$ cat src/rtl/rng_sop_arbiter.sv
// ---------------------------------------------------------------------------
// rng_sop_arbiter
//
// Purpose:
//   Takes one 128-bit sample from the RNG engine and hands it out as four
//   32-bit words to a set of requesters. Requesters are served round-robin.
//   Each word is cleared in the buffer as soon as it has been handed out,
//   so a delivered random word never stays inside the block.
//   A watchdog reports an engine that fails to produce a sample in time.
//
// Parameters:
//   NUM_REQ     number of requesters (2..8)
//   TIMEOUT     WAIT cycles without a capture before timeout_err (1..65535)
//
// Ports:
//   rng_clk     clock, every register uses the rising edge
//   rng_rst     synchronous active-high reset
//   ctrl_en     block enable; low flushes the buffer and returns to IDLE
//   sop_valid   engine has a sample ready
//   sop_data    engine sample; word k is sop_data[32k+31:32k]
//   rng_busy    engine busy; blocks capture
//   rd_sop      one-cycle pulse acknowledging a capture
//   req         per-requester word request (level)
//   grant_ack   one-hot, one-cycle pulse; rnd_word is valid alongside it
//   rnd_word    delivered word, zero when no ack is high
//   words_avail words still waiting in the buffer (0..4)
//   timeout_err one-cycle pulse when the watchdog expires
// ---------------------------------------------------------------------------
module rng_sop_arbiter #(
    parameter int NUM_REQ = 2,
    parameter int TIMEOUT = 4095
) (
    input  logic               rng_clk,
    input  logic               rng_rst,
    input  logic               ctrl_en,
    input  logic               sop_valid,
    input  logic [127:0]       sop_data,
    input  logic               rng_busy,
    output logic               rd_sop,
    input  logic [NUM_REQ-1:0] req,
    output logic [NUM_REQ-1:0] grant_ack,
    output logic [31:0]        rnd_word,
    output logic [2:0]         words_avail,
    output logic               timeout_err
);

    localparam int               PTR_W       = (NUM_REQ > 1) ? $clog2(NUM_REQ) : 1;
    localparam logic [PTR_W-1:0] LAST_REQ    = PTR_W'(NUM_REQ - 1);
    localparam logic [15:0]      TIMEOUT_CNT = 16'(TIMEOUT);
    localparam logic [NUM_REQ-1:0] ACK_REQ0  = {{(NUM_REQ-1){1'b0}}, 1'b1};

    typedef enum logic [1:0] {
        IDLE,
        WAIT,
        DRAIN
    } state_t;

    state_t             state_q;
    logic [3:0][31:0]   wordBuf_q;
    logic [2:0]         wordIdx_q;
    logic [2:0]         avail_q;
    logic [PTR_W-1:0]   rrPtr_q;
    logic [15:0]        wdog_q;
    logic               rdSop_q;
    logic [NUM_REQ-1:0] ack_q;
    logic [31:0]        word_q;
    logic               tmo_q;

    logic [NUM_REQ-1:0] eligible;
    logic               grantValid_d;
    logic [PTR_W-1:0]   winner_d;
    logic [PTR_W-1:0]   cand;
    logic [15:0]        wdogInc;
    logic               captureHit;

    // A requester that is being acked right now is masked out, so a request
    // that is still held during its ack cycle is not served a second time.
    assign eligible   = req & ~ack_q;
    assign captureHit = sop_valid & ~rng_busy;
    assign wdogInc    = wdog_q + 16'd1;

    // Round-robin search: start one past the last winner and walk upward,
    // wrapping at NUM_REQ (which need not be a power of two).
    always_comb begin
        grantValid_d = 1'b0;
        winner_d     = rrPtr_q;
        cand         = rrPtr_q;
        for (int k = 0; k < NUM_REQ; k++) begin
            cand = (cand == LAST_REQ) ? '0 : cand + 1'b1;
            if (!grantValid_d && eligible[cand]) begin
                grantValid_d = 1'b1;
                winner_d     = cand;
            end
        end
    end

    // Controller FSM with all outputs registered. Flush (reset or enable low)
    // has priority over everything, including a capture on the same edge.
    always_ff @(posedge rng_clk) begin
        if (rng_rst || !ctrl_en) begin
            state_q   <= IDLE;
            wordBuf_q <= '0;
            wordIdx_q <= '0;
            avail_q   <= '0;
            rrPtr_q   <= LAST_REQ;
            wdog_q    <= '0;
            rdSop_q   <= 1'b0;
            ack_q     <= '0;
            word_q    <= '0;
            tmo_q     <= 1'b0;
        end else begin
            rdSop_q <= 1'b0;
            ack_q   <= '0;
            word_q  <= '0;
            tmo_q   <= 1'b0;
            unique case (state_q)
                IDLE: begin
                    state_q <= WAIT;
                end
                WAIT: begin
                    if (captureHit) begin
                        wordBuf_q <= sop_data;
                        avail_q   <= 3'd4;
                        wordIdx_q <= '0;
                        wdog_q    <= '0;
                        rdSop_q   <= 1'b1;
                        state_q   <= DRAIN;
                    end else if (wdogInc == TIMEOUT_CNT) begin
                        // Expiry: report once, restart the count, keep waiting.
                        wdog_q <= '0;
                        tmo_q  <= 1'b1;
                    end else begin
                        wdog_q <= wdogInc;
                    end
                end
                DRAIN: begin
                    if (grantValid_d && (avail_q != 3'd0)) begin
                        ack_q                     <= ACK_REQ0 << winner_d;
                        word_q                    <= wordBuf_q[wordIdx_q[1:0]];
                        wordBuf_q[wordIdx_q[1:0]] <= '0;
                        if (wordIdx_q != 3'd4) begin
                            wordIdx_q <= wordIdx_q + 3'd1;
                        end
                        avail_q <= avail_q - 3'd1;
                        rrPtr_q <= winner_d;
                        // Last word granted: go back to waiting while the
                        // word itself appears on the outputs next cycle.
                        if (avail_q == 3'd1) begin
                            state_q <= WAIT;
                        end
                    end
                end
                default: begin
                    state_q <= IDLE;
                end
            endcase
        end
    end

    assign rd_sop      = rdSop_q;
    assign grant_ack   = ack_q;
    assign rnd_word    = word_q;
    assign words_avail = avail_q;
    assign timeout_err = tmo_q;

endmodule

$ cat config.mk
export PLATFORM = sky130hd
export DESIGN_NAME = rng_sop_arbiter
export DESIGN_NICKNAME = d
export VERILOG_FILES = /design/src/rtl/rng_sop_arbiter.sv
export SDC_FILE = /design/constraint.sdc
export NUM_CORES = 1
export LEC_CHECK = 0
export ABC_AREA = 1
export BUFFER_PORTS_ARGS = -buffer_cell sky130_fd_sc_hd__clkbuf_2
export CAP_MARGIN = 20
export CORE_MARGIN = 2
export CORE_UTILIZATION = 31
export DETAILED_ROUTE_END_ITERATION = 10
export PLACE_DENSITY = 0.46
export SYNTH_ARGS = -nofsm -noshare
export SYNTH_HDL_FRONTEND = slang
export SYNTH_SLANG_ARGS = --single-unit
$ cat constraint.sdc
create_clock -name rng_clk -period 4.4 [get_ports rng_clk]
set_input_delay 0.44 -clock rng_clk [delete_from_list [all_inputs] [get_ports rng_clk]]
set_output_delay 0.44 -clock rng_clk [all_outputs]
set_load 0.01 [all_outputs]
==> run summary <==
==================================================================================
Setup repair after global routing missed its margin                             no
First-pass GRT wire length                                               43,400 um
Power density over the cells                                           360 nW/um^2
Pin count of the biggest net entering global routing                            89
Share of cell area taken by muxes after synthesis                               0%
Setup Buffers After CTS                                                          0
Final number of max-transition violations                                        0
Most used cells in the layout excluding fill and tap cells            sky130_fd_sc_hd__o21ai_0 (253), sky130_fd_sc_hd__dfxtp_1 (188), sky130_fd_sc_hd__a21oi_1 (187)
DRC violation total after the first TritonRoute iteration                      719
Die span in y                                                               167 um
Path category of the worst min-delay check                            input port to flop
Reg clk slew, reported paths                                                 80 ps
Arrival time of data at the critical path endpoint                         2880 ps
Master of the slowest instance on the critical path                   sky130_fd_sc_hd__buf_4
Clock latency reported for the late side of the worst-skew pair             440 ps
Nets                                                                         1,335
TritonCTS clock tree                                                         built
Synth async-reset ratio                                                         0%
Most common cell after layout, fill and taps aside                    sky130_fd_sc_hd__o21ai_0
Total congestion overflow after global routing                                   0
Status                                                                finished clean
Initial antenna violation count                                                  0
H-tree Lvls                                                                      4
Commonest register cell after synthesis                               sky130_fd_sc_hd__dfxtp_1
Maximum clock path buffer count                                                  2
Post-detailed-route via-to-cell ratio                                         5.16
Detailed-routing iteration count for the pre-antenna-repair pass                 5
Max Fclk                                                                 0.393 GHz
Post-synth top area cell                                              sky130_fd_sc_hd__dfxtp_1
Number of unique standard cell types used by synthesis                          31
Start-to-end type of the worst setup path                             flop to flop
Share of the cycle needed by the critical path after routing                 57.8%
Simple-gate share of the synthesized area                                    8.70%
Xor and xnor area share after synthesis                                     0.106%
Global routing usage on met2                                                 30.8%
Setup TNS after final layout                                                  0 ps
Remaining number of nets flagged by the antenna check after routing              0
Post-synthesis instance area                                             8240 um^2
Sequential element share of the synthesized area                             45.9%
Total routing resource utilization after global routing                      19.5%
Routed vias                                                                  7,936
Post-detailed-placement half-perimeter wirelength                        17,700 um
Num CTS Buffers                                                                 17
Count of warnings emitted by yosys                                               0
CTS root buffer                                                       sky130_fd_sc_hd__clkbuf_16
Core Box Area                                                          26,100 um^2
PostCTS Resize Cnt                                                               0
Critical-path maximum fanout                                                    88
Number of global-route vias before repair                                    7,676
Post-Synth Adder-Cell Area                                                   1.37%
DIE AREA                                                               27,900 um^2
Number of diodes added for antenna fixing                                        0
Worst VDD drop                                                          0.000231 V
Number of buffer cells added on primary ports                                  173
Number of top-level pins                                                       174
Worst hold margin                                                           306 ps
Cts-stage hold buffer count                                                      0
Final worst path period need                                               2540 ps
Data required, critical path                                               4730 ps
Width of the chip                                                           167 um
Total setup violations reported at the end of the flow                           0
Share of cells above drive strength 1                                        20.2%
Proportion of netlist area held by the largest area contributor              45.9%
Area growth from synthesis to final layout                                   20.0%
Ordered cell list for the critical path                               inv_1 > nand2_1 > clkinv_2 > buf_4 > nand2_1 > buf_4 > o21ai_0 > a221oi_1
Static Leakage                                                             3.64 nW
Drt drc                                                                          0
Main combinational cell family by area after synthesis                compound AO/OA/AOI/OAI gates
Pin slew with the least headroom to its limit                               843 ps
Stage delay of the slowest cell on the critical path                        560 ps
Clock sinks                                                                    189
Endpoints failing hold                                                           0
Dominant cells by area after synthesis                                sky130_fd_sc_hd__dfxtp_1 (46%), sky130_fd_sc_hd__o21ai_0 (15%), sky130_fd_sc_hd__a21oi_1 (11%)
Met3 global-route usage                                                      3.28%
Relative slew slack                                                          43.6%
Reported max-cap violation count                                                 0
GPL Wtd Cong                                                                 0.822
Post-synthesis average cell area                                         7.65 um^2
Nets in the synthesized netlist                                              1,222
Number of standard cells after synthesis                                     1,078
Total wirelength of the detailed-routed design                           27,600 um
Core Rows                                                                       59
Startpoint Class                                                              flop
Post-synthesis compound-gate area fraction                                   34.6%
Global-route track usage on met1                                             27.6%
Most heavily used metal layer in global routing                               met2
Post-route clock skew                                                      17.1 ps
Number of enable-type register cells in the synthesized netlist                  0
Starting utilization of the core area                                        31.6%
Kind of end point of the critical path                                        flop
WL per Instance                                                            17.9 um
Synthesized flop and latch total                                               189
==================================================================================
[cells in the mapped netlist (3+ instances only)]
cell type,count
sky130_fd_sc_hd__dfxtp_1,189
sky130_fd_sc_hd__o21ai_0,253
sky130_fd_sc_hd__inv_2,3
sky130_fd_sc_hd__clkbuf_1,74
sky130_fd_sc_hd__o21ai_1,8
sky130_fd_sc_hd__buf_1,6
sky130_fd_sc_hd__a221oi_1,64
sky130_fd_sc_hd__nor2_2,3
sky130_fd_sc_hd__nor2_1,26
sky130_fd_sc_hd__nand2_1,96
sky130_fd_sc_hd__nor2_4,3
sky130_fd_sc_hd__nand3_1,17
sky130_fd_sc_hd__a21oi_1,187
sky130_fd_sc_hd__ha_1,9
sky130_fd_sc_hd__inv_1,100
sky130_fd_sc_hd__nand4_1,7
sky130_fd_sc_hd__buf_2,15
[final timing paths]
kind / start / end / slack [ps] / cells after the start
min reg2reg: state_q[0] / state_q[0] / 450 / 1
max reg2reg: state_q[0] / wordBuf_q[34] / 1860 / 8
max: state_q[0] / wordBuf_q[34] / 1860 / 8
min: sop_data[23] / wordBuf_q[23] / 310 / 3
[power breakdown]
part	leakage (nW)	internal (W)	switching, W
sequential	1.53	0.00173	0.00000591
clock	0.288	0.000817	0.000778
combinational	1.82	0.0000882	0.000149
[layout make-up]
| type | count | area, um^2 |
|---|---|---|
| Sequential cell | 189 | 3780 |
| Multi-Input combinational cell | 690 | 3710 |
| Clock inverter | 14 | 171 |
| Inverter | 103 | 388 |
| Clock buffer | 17 | 425 |
| Timing Repair Buffer | 190 | 993 |
| Tap cell | 335 | 419 |
| Fill cell | 2774 | 16200 |
[routing by layer]
| layer | up-vias | routed length (um) |
|---|---|---|
| met1 | 3717 | 13200 |
| met2 | 217 | 12700 |
| met3 | 15 | 1300 |
| li1 | 3987 | - |
| met5 | - | 0 |
| met4 | 0 | 337 |
[stage by stage]
stage / total power, W / util, % / area, um^2 / setup WS, ps / instances
2_1_floorplan: 0.00190 / - / 8240 / 2580 / 1078
3_3_place_gp: 0.00201 / 35.7 / 9290 / 1840 / 1507
6_report: 0.00356 / 38.0 / 9890 / 1860 / 1538
5_1_grt: 0.00369 / 38.0 / 9890 / 1530 / 1538
4_1_cts: 0.00360 / 38.0 / 9890 / 1780 / 1538
3_5_place_dp: 0.00201 / 35.7 / 9290 / 1820 / 1507
[flip-flops by register name (all words and copies together) (netlist names)]
signal	cells
words_avail	3
wordBuf_q	128
wdog_q	16
timeout_err	1
wordIdx_q	3
rd_sop	1
rnd_word	32
grant_ack	2
state_q	2
rrPtr_q	1
[worst max-delay path: cells and delay by family (launching register included)]
kind / cells / cell delay (ps)
buf+inv: 4 / 1370
compound gates: 2 / 450
flops: 1 / 330
simple gates: 2 / 240
[kinds of logic after synthesis]
family,count (synthesis)
compound gates,518
xor+xnor,1
fa+ha+maj,9
buf+inv,199
flops,189
simple gates,162
Note: power is estimated with default switching activity, not from simulation.
